$ cat config.mk
export PLATFORM = sky130hd
export DESIGN_NAME = block_field_ctrl_flat
export DESIGN_NICKNAME = d
export VERILOG_FILES = /design/src/rtl/block_field_ctrl_if.sv /design/src/rtl/block_field_ctrl.sv /design/src/flat_wrapper.sv
export SDC_FILE = /design/constraint.sdc
export NUM_CORES = 1
export LEC_CHECK = 0
export BUFFER_PORTS_ARGS = -buffer_cell sky130_fd_sc_hd__buf_4
export CAP_MARGIN = 40
export CORE_MARGIN = 8
export CORE_UTILIZATION = 39
export CTS_CLUSTER_DIAMETER = 200
export DETAILED_ROUTE_END_ITERATION = 10
export GPL_ROUTABILITY_DRIVEN = 0
export GPL_TIMING_DRIVEN = 0
export PLACE_DENSITY = 0.71
export SLEW_MARGIN = 15
export SYNTH_ARGS = -nofsm -noshare
export SYNTH_HDL_FRONTEND = slang
export SYNTH_SLANG_ARGS = --single-unit
$ cat constraint.sdc
create_clock -name clock -period 1.65 [get_ports clock]
set_input_delay 0.165 -clock clock [delete_from_list [all_inputs] [get_ports clock]]
set_output_delay 0.165 -clock clock [all_outputs]
set_load 0.1 [all_outputs]
$ cat src/rtl/block_field_ctrl_if.sv
// Signal bundle between the block-field controller and its environment
// (start/timer/hit inputs, per-block and game-status outputs).
interface block_field_ctrl_if #(
  parameter int N_BLOCKS = 8
);
  logic                start;
  logic [N_BLOCKS-1:0] hit;
  logic                tick;
  logic [N_BLOCKS-1:0] alive;
  logic [N_BLOCKS-1:0] kill;
  logic                bounce;
  logic [9:0]          y_offset;
  logic [7:0]          score;
  logic                win;
  logic                lose;
  logic [2:0]          state;

  modport master (
    output start, hit, tick,
    input  alive, kill, bounce, y_offset, score, win, lose, state
  );

  modport slave (
    input  start, hit, tick,
    output alive, kill, bounce, y_offset, score, win, lose, state
  );
endinterface

$ cat src/rtl/block_field_ctrl.sv
// Game controller for a row of breakable blocks: resolves ball hits into
// single kills, descends the field on timer ticks, and decides win/lose.
module block_field_ctrl #(
  parameter int N_BLOCKS = 8,
  parameter int STEP     = 16,
  parameter int Y_LIMIT  = 160,
  parameter int HOLD     = 4
) (
  input  logic              clock,
  input  logic              reset,
  block_field_ctrl_if.slave bus
);
  localparam logic [2:0] S_IDLE    = 3'd0;
  localparam logic [2:0] S_PLAY    = 3'd1;
  localparam logic [2:0] S_KILL    = 3'd2;
  localparam logic [2:0] S_COOL    = 3'd3;
  localparam logic [2:0] S_DESCEND = 3'd4;
  localparam logic [2:0] S_WIN     = 3'd5;
  localparam logic [2:0] S_LOSE    = 3'd6;

  localparam int          IDX_W     = (N_BLOCKS > 1) ? $clog2(N_BLOCKS) : 1;
  localparam int          CNT_W     = (HOLD > 1) ? $clog2(HOLD) : 1;
  localparam logic [CNT_W-1:0] CNT_LAST = CNT_W'(HOLD - 1);
  localparam logic [10:0] STEP_EXT  = 11'(STEP);
  localparam logic [10:0] LIMIT_EXT = 11'(Y_LIMIT);

  logic [2:0]          state_reg,    state_next;
  logic [N_BLOCKS-1:0] alive_reg,    alive_next;
  logic [N_BLOCKS-1:0] kill_reg,     kill_next;
  logic                bounce_reg,   bounce_next;
  logic [9:0]          y_offset_reg, y_offset_next;
  logic [7:0]          score_reg,    score_next;
  logic                win_reg,      win_next;
  logic                lose_reg,     lose_next;
  logic                pend_reg,     pend_next;
  logic [CNT_W-1:0]    cnt_reg,      cnt_next;

  logic [N_BLOCKS-1:0] masked;
  logic [IDX_W-1:0]    lowest_idx;
  logic [10:0]         y_sum;
  logic [9:0]          y_desc;

  // Lowest-index live hit wins; scanning downward leaves the smallest index.
  always_comb begin
    masked     = bus.hit & alive_reg;
    lowest_idx = '0;
    for (int i = N_BLOCKS - 1; i >= 0; i--) begin
      if (masked[i]) begin
        lowest_idx = IDX_W'(i);
      end
    end
    y_sum  = {1'b0, y_offset_reg} + STEP_EXT;
    y_desc = (y_sum > LIMIT_EXT) ? LIMIT_EXT[9:0] : y_sum[9:0];
  end

  always_comb begin
    state_next    = state_reg;
    alive_next    = alive_reg;
    kill_next     = '0;
    bounce_next   = 1'b0;
    y_offset_next = y_offset_reg;
    score_next    = score_reg;
    win_next      = win_reg;
    lose_next     = lose_reg;
    pend_next     = pend_reg;
    cnt_next      = cnt_reg;

    case (state_reg)
      S_IDLE: begin
        if (bus.start) begin
          state_next = S_PLAY;
        end
      end
      S_PLAY: begin
        if (|masked) begin
          // kill_reg holds the latched winner as a one-hot for the KILL cycle.
          kill_next[lowest_idx]  = 1'b1;
          bounce_next            = 1'b1;
          alive_next[lowest_idx] = 1'b0;
          score_next = (score_reg == 8'hFF) ? score_reg : score_reg + 8'd1;
          if (bus.tick) begin
            pend_next = 1'b1;
          end
          state_next = S_KILL;
        end else if (bus.tick || pend_reg) begin
          pend_next     = 1'b0;
          y_offset_next = y_desc;
          state_next    = S_DESCEND;
        end
      end
      S_KILL: begin
        if (bus.tick) begin
          pend_next = 1'b1;
        end
        cnt_next = '0;
        if (alive_reg == '0) begin
          win_next   = 1'b1;
          state_next = S_WIN;
        end else begin
          state_next = S_COOL;
        end
      end
      S_COOL: begin
        if (bus.tick) begin
          pend_next = 1'b1;
        end
        if (cnt_reg == CNT_LAST) begin
          cnt_next   = '0;
          state_next = S_PLAY;
        end else begin
          cnt_next = cnt_reg + CNT_W'(1);
        end
      end
      S_DESCEND: begin
        if (bus.tick) begin
          pend_next = 1'b1;
        end
        if ({1'b0, y_offset_reg} >= LIMIT_EXT) begin
          lose_next  = 1'b1;
          state_next = S_LOSE;
        end else begin
          state_next = S_PLAY;
        end
      end
      S_WIN, S_LOSE: begin
      end
      default: begin
        state_next = S_IDLE;
      end
    endcase
  end

  always_ff @(posedge clock or negedge reset) begin
    if (!reset) begin
      state_reg    <= S_IDLE;
      alive_reg    <= '1;
      kill_reg     <= '0;
      bounce_reg   <= 1'b0;
      y_offset_reg <= '0;
      score_reg    <= '0;
      win_reg      <= 1'b0;
      lose_reg     <= 1'b0;
      pend_reg     <= 1'b0;
      cnt_reg      <= '0;
    end else begin
      state_reg    <= state_next;
      alive_reg    <= alive_next;
      kill_reg     <= kill_next;
      bounce_reg   <= bounce_next;
      y_offset_reg <= y_offset_next;
      score_reg    <= score_next;
      win_reg      <= win_next;
      lose_reg     <= lose_next;
      pend_reg     <= pend_next;
      cnt_reg      <= cnt_next;
    end
  end

  assign bus.alive    = alive_reg;
  assign bus.kill     = kill_reg;
  assign bus.bounce   = bounce_reg;
  assign bus.y_offset = y_offset_reg;
  assign bus.score    = score_reg;
  assign bus.win      = win_reg;
  assign bus.lose     = lose_reg;
  assign bus.state    = state_reg;
endmodule

$ cat src/flat_wrapper.sv
// flat-port wrapper written by rule: the top's interface ports become plain ports
module block_field_ctrl_flat 
#(
  parameter int N_BLOCKS = 8,
  parameter int STEP     = 16,
  parameter int Y_LIMIT  = 160,
  parameter int HOLD     = 4
)
  (clock, reset, bus_start, bus_hit, bus_tick, bus_alive, bus_kill, bus_bounce, bus_y_offset, bus_score, bus_win, bus_lose, bus_state);
  block_field_ctrl_if #(.N_BLOCKS(N_BLOCKS)) bus_i ();
  input  logic clock;
  input  logic reset;
  input wire logic [$bits(bus_i.start)-1:0] bus_start;
  input wire logic [$bits(bus_i.hit)-1:0] bus_hit;
  input wire logic [$bits(bus_i.tick)-1:0] bus_tick;
  output wire logic [$bits(bus_i.alive)-1:0] bus_alive;
  output wire logic [$bits(bus_i.kill)-1:0] bus_kill;
  output wire logic [$bits(bus_i.bounce)-1:0] bus_bounce;
  output wire logic [$bits(bus_i.y_offset)-1:0] bus_y_offset;
  output wire logic [$bits(bus_i.score)-1:0] bus_score;
  output wire logic [$bits(bus_i.win)-1:0] bus_win;
  output wire logic [$bits(bus_i.lose)-1:0] bus_lose;
  output wire logic [$bits(bus_i.state)-1:0] bus_state;
  assign bus_i.start = bus_start;
  assign bus_i.hit = bus_hit;
  assign bus_i.tick = bus_tick;
  assign bus_alive = bus_i.alive;
  assign bus_kill = bus_i.kill;
  assign bus_bounce = bus_i.bounce;
  assign bus_y_offset = bus_i.y_offset;
  assign bus_score = bus_i.score;
  assign bus_win = bus_i.win;
  assign bus_lose = bus_i.lose;
  assign bus_state = bus_i.state;
  block_field_ctrl #(.N_BLOCKS(N_BLOCKS), .STEP(STEP), .Y_LIMIT(Y_LIMIT), .HOLD(HOLD)) u_core (.clock(clock), .reset(reset), .bus(bus_i));
endmodule
### Word level (Yosys, flattened, before mapping)

Cells that the tools add are included.

* bits of input ports: 12
* register bits: 43
* output and inout bits: 40

* add/sub/neg operators: 3
* reduce and logical (&&, ||, !) cells: 16
* mux-type cells: 28
* bitwise operators: 6
* $lt $le $gt $ge: 4
* equal/unequal tests: 11

Operators by type and width (count)
* 3-bit two-way mux: 14
* 3-bit one-hot mux with 6 select lines: 1
* 8-bit AND: 2
* 8-bit two-way mux: 2
* 10-bit by 5-bit adder with 11-bit output (second input constant): 1
* 11-bit by 8-bit greater-than comparator with 1-bit output (second input constant): 1
* 10-bit by 8-bit greater-or-equal comparator with 1-bit output (second input constant): 1
* 10-bit two-way mux: 1
* 3-bit == test (second input constant): 3
* 8-bit by 1-bit adder with 8-bit output (second input constant): 1
* 8-bit == test (second input constant): 1
* 8-bit logical NOT: 1
* 8-bit inverter: 1
* 2-bit AND reduction: 4
* 8-bit OR reduction: 1
* 3-bit by 2-bit == test with 1-bit output (second input constant): 2
* 1-bit two-way mux: 6
* 3-bit AND reduction: 2
* 3-bit by 4-bit less-than comparator with 1-bit output (second input constant): 1
* 2-bit one-hot mux with 2 select lines: 1
* 4-bit AND reduction: 1
* 2-bit nonzero test: 2
* 1-bit demux with 3-bit select: 1
* 3-bit by 1-bit == test with 1-bit output (second input constant): 1
* other kinds (14): 16

### Logic depth before layout (Yosys ltp)

* depth after elaboration: 15
* depth in mapped cells: 7

### Least setup slack after synthesis

Ideal clock, no wire load.

* path kind: register to register
* start point: register u_core.state_reg[0] (netlist: u_core.bus.state[0])
* end point: register u_core.y_offset_reg[6] (netlist: u_core.bus.y_offset[6])
* stages on the path, launching flop included: 6
* setup time: 125 ps
* setup slack: -592 ps
* buffers on the path: 0
* required time: 1525 ps
* arrival: 2117 ps
* cells stage by stage: dfrtp_1 nor3b_2 nand3_2 nor3_4 a21boi_1 o21ai_1

* word-level cells in the longest chain between the ends: 2

RTL lines
* start: declaration: line block_field_ctrl.sv:27 `logic [2:0] state_reg, state_next;`
* start signal: assignment: line block_field_ctrl.sv:146 `state_reg <= state_next;`
* 3-bit by 1-bit == test with 1-bit output: line block_field_ctrl.sv:68 `case (state_reg)`
* 3-bit AND reduction (no source line)
* end signal: assignment: line block_field_ctrl.sv:150 `y_offset_reg <= y_offset_next;`
* end: declaration: line block_field_ctrl.sv:31 `logic [9:0] y_offset_reg, y_offset_next;`

Every way passes these cells.
A chain may end at the register's enable or synchronous reset.

### Final worst setup path

* start point: register u_core.alive_reg[5] (netlist: u_core.bus.alive[5])
* end point: register u_core.y_offset_reg[7] (netlist: u_core.bus.y_offset[7])

* word-level cells in the longest chain between the ends: 4

RTL lines
* start: declaration: line block_field_ctrl.sv:28 `logic [N_BLOCKS-1:0] alive_reg, alive_next;`
* start signal: assignment: line block_field_ctrl.sv:147 `alive_reg <= alive_next;`
* 8-bit AND: line block_field_ctrl.sv:45 `masked = bus.hit & alive_reg;`
* 8-bit OR reduction: line block_field_ctrl.sv:75 `if (|masked) begin`
* 1-bit inverter (no source line)
* 3-bit AND reduction (no source line)

Every way passes these cells.

==> impl_metrics.csv <==
group,metric,value,unit
critical_path,cp-end-kind,"register",
logic_synthesis,synthSimpleGateAreaFrac,0.194,
die,die-height,86.1,microns
critical_path,worstSetupPathType,"reg -> reg",
drt,vias_per_cell,5.16,
status,failed_checks,"negative setup slack",
critical_path,critPathArrivalTime,2110,ps
power_and_ir_drop,internal_power,1.93,mW
finish,antenna_cells,0,
logic_synthesis,yosysSeqAreaShare,0.515,
power_and_ir_drop,p_sw,1.62,mW
status,status,"finished with violations",
global_routing,grt_remaining_overflow,0,
global_routing,grt_pass1_wl,7580,microns
clocking,cts_buffers,5,
sta,final-hold-violation-count,0,
sta,finalCriticalPeriod,1900,ps
logic_synthesis,yosysTopAreaCellShare,0.405,
logic_synthesis,avgSynthCellArea,10.5,sq um
global_routing,grt_use_total,0.127,
power_and_ir_drop,p_sw_frac,0.455,
clocking,cts_tree,"done",
logic_synthesis,synth_commonest_cells,"31 x dfrtp_1, 15 x nor2_1, 14 x nand2_1",
critical_path,critPathLaunch,"u_core.bus.alive[5]",
clocking,cts_max_path_buffers,2,
critical_path,regToRegSetupSlack,-250,ps
clocking,cts_max_level,2,
logic_synthesis,ys_ff_latch,39,
critical_path,crit_fanout,7,
placed_design,io_buffer_count,47,
logic_synthesis,synth_fa_ha_area_frac,0.0327,
placed_design,dp_hpwl,3140,microns
sta,post-route-period-util,1.15,
clocking,insertion_delay,290,ps
sta,setup_ws,-248,ps
drt,vias,1651,
finish,drive_gt1_frac,0.474,
critical_path,cp_cell_sequence,"a22oi_2 -> nand2_1 -> nor3_4 -> buf_4 -> nor2_1 -> a31oi_1",
die,die_area,0.00741,sq mm
logic_synthesis,synth-xor-area-share,0.0275,
drt,drc,0,
global_routing,grt_max_degree,40,
critical_path,r2r_cells,6,
clocking,clk_pin_slew,70,ps
sta,slew_viol_final,0,
finish,area_delta_synth_final,45.0,%
power_and_ir_drop,peakVddDrop,1240,uV
logic_synthesis,synth_edf_count,0,
placed_design,dp.cells,300,
sta,setup_viol,26,
critical_path,reg2reg_from,"u_core.bus.alive[5]",
power_and_ir_drop,power,3.55,mW
finish,multi_input_area,0.00103,sq mm
drt,wl_per_cell,14.8,microns
clocking,cts_sinks,39,
critical_path,timing.rr.end,"u_core.bus.y_offset[7]",
logic_synthesis,syn-cell-area,0.00191,sq mm
power_and_ir_drop,combPwrFrac,0.478,
drt,wirelength,4730,microns
logic_synthesis,syn-instance-count,183,
logic_synthesis,yosysMostFrequentCell,"dfrtp_1",
logic_synthesis,yosysTopAreaCell,"dfrtp_1",
die,die_x,86.1,microns
critical_path,cp_slowest_stage_delay,490,ps
sta,finalClockSkew,5.61,ps
logic_synthesis,synthFlopType,"dfrtp_1",
logic_synthesis,yosys-top-cells-area,"dfrtp_1 41%, dfstp_2 11%, ha_1 3.3%",
critical_path,endpoint,"u_core.bus.y_offset[7]",
logic_synthesis,synth_top_family_by_area,"simple AND/OR/NAND/NOR gates",
clocking,root_buffer,"clkbuf_8",
power_and_ir_drop,power_leakage,1.29,nW
hold_path,worst_hold_path_type,"in -> reg",
global_routing,antenna_found_initial,0,
critical_path,slowest_stage,"dfstp_4",
sta,fmax,527,MHz
sta,rsz0062_at_grt,"yes",
run,max_cap_violations,0,
logic_synthesis,synth.distinct_cells,49,
die,initial_core_util,0.405,
power_and_ir_drop,pwr-share-seq,0.349,
die,io_pins,52,
finish,fill_cells,395,
drt,ant_nets,0,
finish,finalNonFillerCells,320,
critical_path,required,1860,ps
drt,firstDrtPassIters,4,
logic_synthesis,synth_compound_area_frac,0.170,
die,rows,25,
critical_path,start_kind,"register",
finish,regArea,0.00104,sq mm
power_and_ir_drop,clockPowerShare,0.173,
logic_synthesis,async_flop_share,1.00,
logic_synthesis,yosysWarnings,0,
finish,num-nets-final,269,
logic_synthesis,muxShareOfSynthArea,0.0176,
global_routing,grt_pass1_vias,1610,
die,core_area,0.00472,sq mm
drt,first_iter_violations,66,
power_and_ir_drop,powerDensity,1280,mW/mm^2
cells by family (layout without fill, tap and decap cells):
family                     after synthesis  count (layout)
xor gates and xnor gates                 6               6
DFF                                     39              39
adders and majority gates                5               5
AOI/OAI and AO/OA                       46              46
muxes                                    3               3
buffers and inverters                   15              82
and+or+nand+nor                         68              68
other                                    1               4
layout by cell type, fill, tap and decap left out, types with 2 or more instances in the layout:
| cell | count |
|---|---|
| buf_4 | 58 |
| dfrtp_1 | 19 |
| nand2_1 | 12 |
| nor2_1 | 11 |
| dfrtp_2 | 10 |
| dfstp_4 | 8 |
| inv_1 | 7 |
| clkbuf_8 | 6 |
| a21oi_1 | 6 |
| nor2b_1 | 6 |
| clkbuf_1 | 5 |
| ha_1 | 5 |
| buf_6 | 5 |
| nor3_1 | 4 |
| nand4_1 | 4 |
| a31oi_1 | 4 |
| a21boi_1 | 4 |
| o21ai_0 | 4 |
| conb_1 | 4 |
| a21o_1 | 3 |
| nor2_2 | 3 |
| and3_1 | 3 |
| mux2_4 | 3 |
| nand3_1 | 3 |
| xnor2_1 | 3 |
| and2_1 | 2 |
| a22oi_2 | 2 |
| nand2b_1 | 2 |
| a41oi_1 | 2 |
| xnor2_2 | 2 |
| nor4_1 | 2 |
| o31ai_1 | 2 |
| a21boi_2 | 2 |
| and2b_1 | 2 |
| dfrtp_4 | 2 |
cell type report:
| class | count | share of cell area |
|---|---|---|
| timing repair buffer | 60 | 0.170 |
| multi-input combinational | 132 | 0.370 |
| tap | 67 | 0.0302 |
| sequential | 39 | 0.373 |
| clock buffer | 8 | 0.0289 |
| buffer | 7 | 0.0185 |
| inverter | 7 | 0.00947 |
metal layers:
| layer | part of all wire | track usage |
|---|---|---|
| met5 | 0 | 0 |
| met4 | 0.012 | 0.0557 |
| met3 | 0.079 | 0.0401 |
| met2 | 0.47 | 0.202 |
| met1 | 0.44 | 0.153 |
power by group through the flow:
stage / clock network [mW] / logic, mW / registers (mW)
3_3_place_gp: 0 / 1.53 / 1.24
5_1_grt: 0.668 / 1.82 / 1.26
3_5_place_dp: 0 / 1.54 / 1.25
6_report: 0.614 / 1.70 / 1.24
2_1_floorplan: 0 / 0.666 / 1.80
4_1_cts: 0.628 / 1.66 / 1.24
what timing repair did:
item	in CTS	in global routing
resized for setup	11	21
hold endpoints to repair	31	0
hold buffers	1	0
endpoints found under the setup margin	19	28
buffers inserted	11	4
pin swaps	6	14
through the flow:
step	setup slack [ps]	setup TNS, ps	hold slack (ps)	util	instance area [sq um]
floorplan	-309	-3240	-131	-	2030
global placement	-288	-2620	163	0.523	2470
detailed placement	-317	-2930	161	0.523	2470
CTS	-191	-2270	138	0.570	2690
global route	-358	-5660	178	0.588	2780
finish	-248	-2870	141	0.588	2780
worst min-delay path by stage:
stage              from                  to  slack [ps]  cells past startpoint
3_5_place_dp      reset  u_core.bus.kill[3]         160                      1
6_report       bus_tick     u_core.pend_reg         140                      3
2_1_floorplan     reset   u_core.bus.bounce        -130                      0
5_1_grt        bus_tick     u_core.pend_reg         180                      3
3_3_place_gp      reset  u_core.bus.kill[3]         160                      1
4_1_cts        bus_tick     u_core.pend_reg         140                      3
critical path: cells and delay by family (launching register included):
kind / cells / cell delay [ps]
AND/OR/NAND/NOR: 3 / 610
buffers and inverters: 1 / 180
AO/OA/AOI/OAI: 2 / 530
flip-flops: 1 / 490
Power figures use the tool's default switching activity.
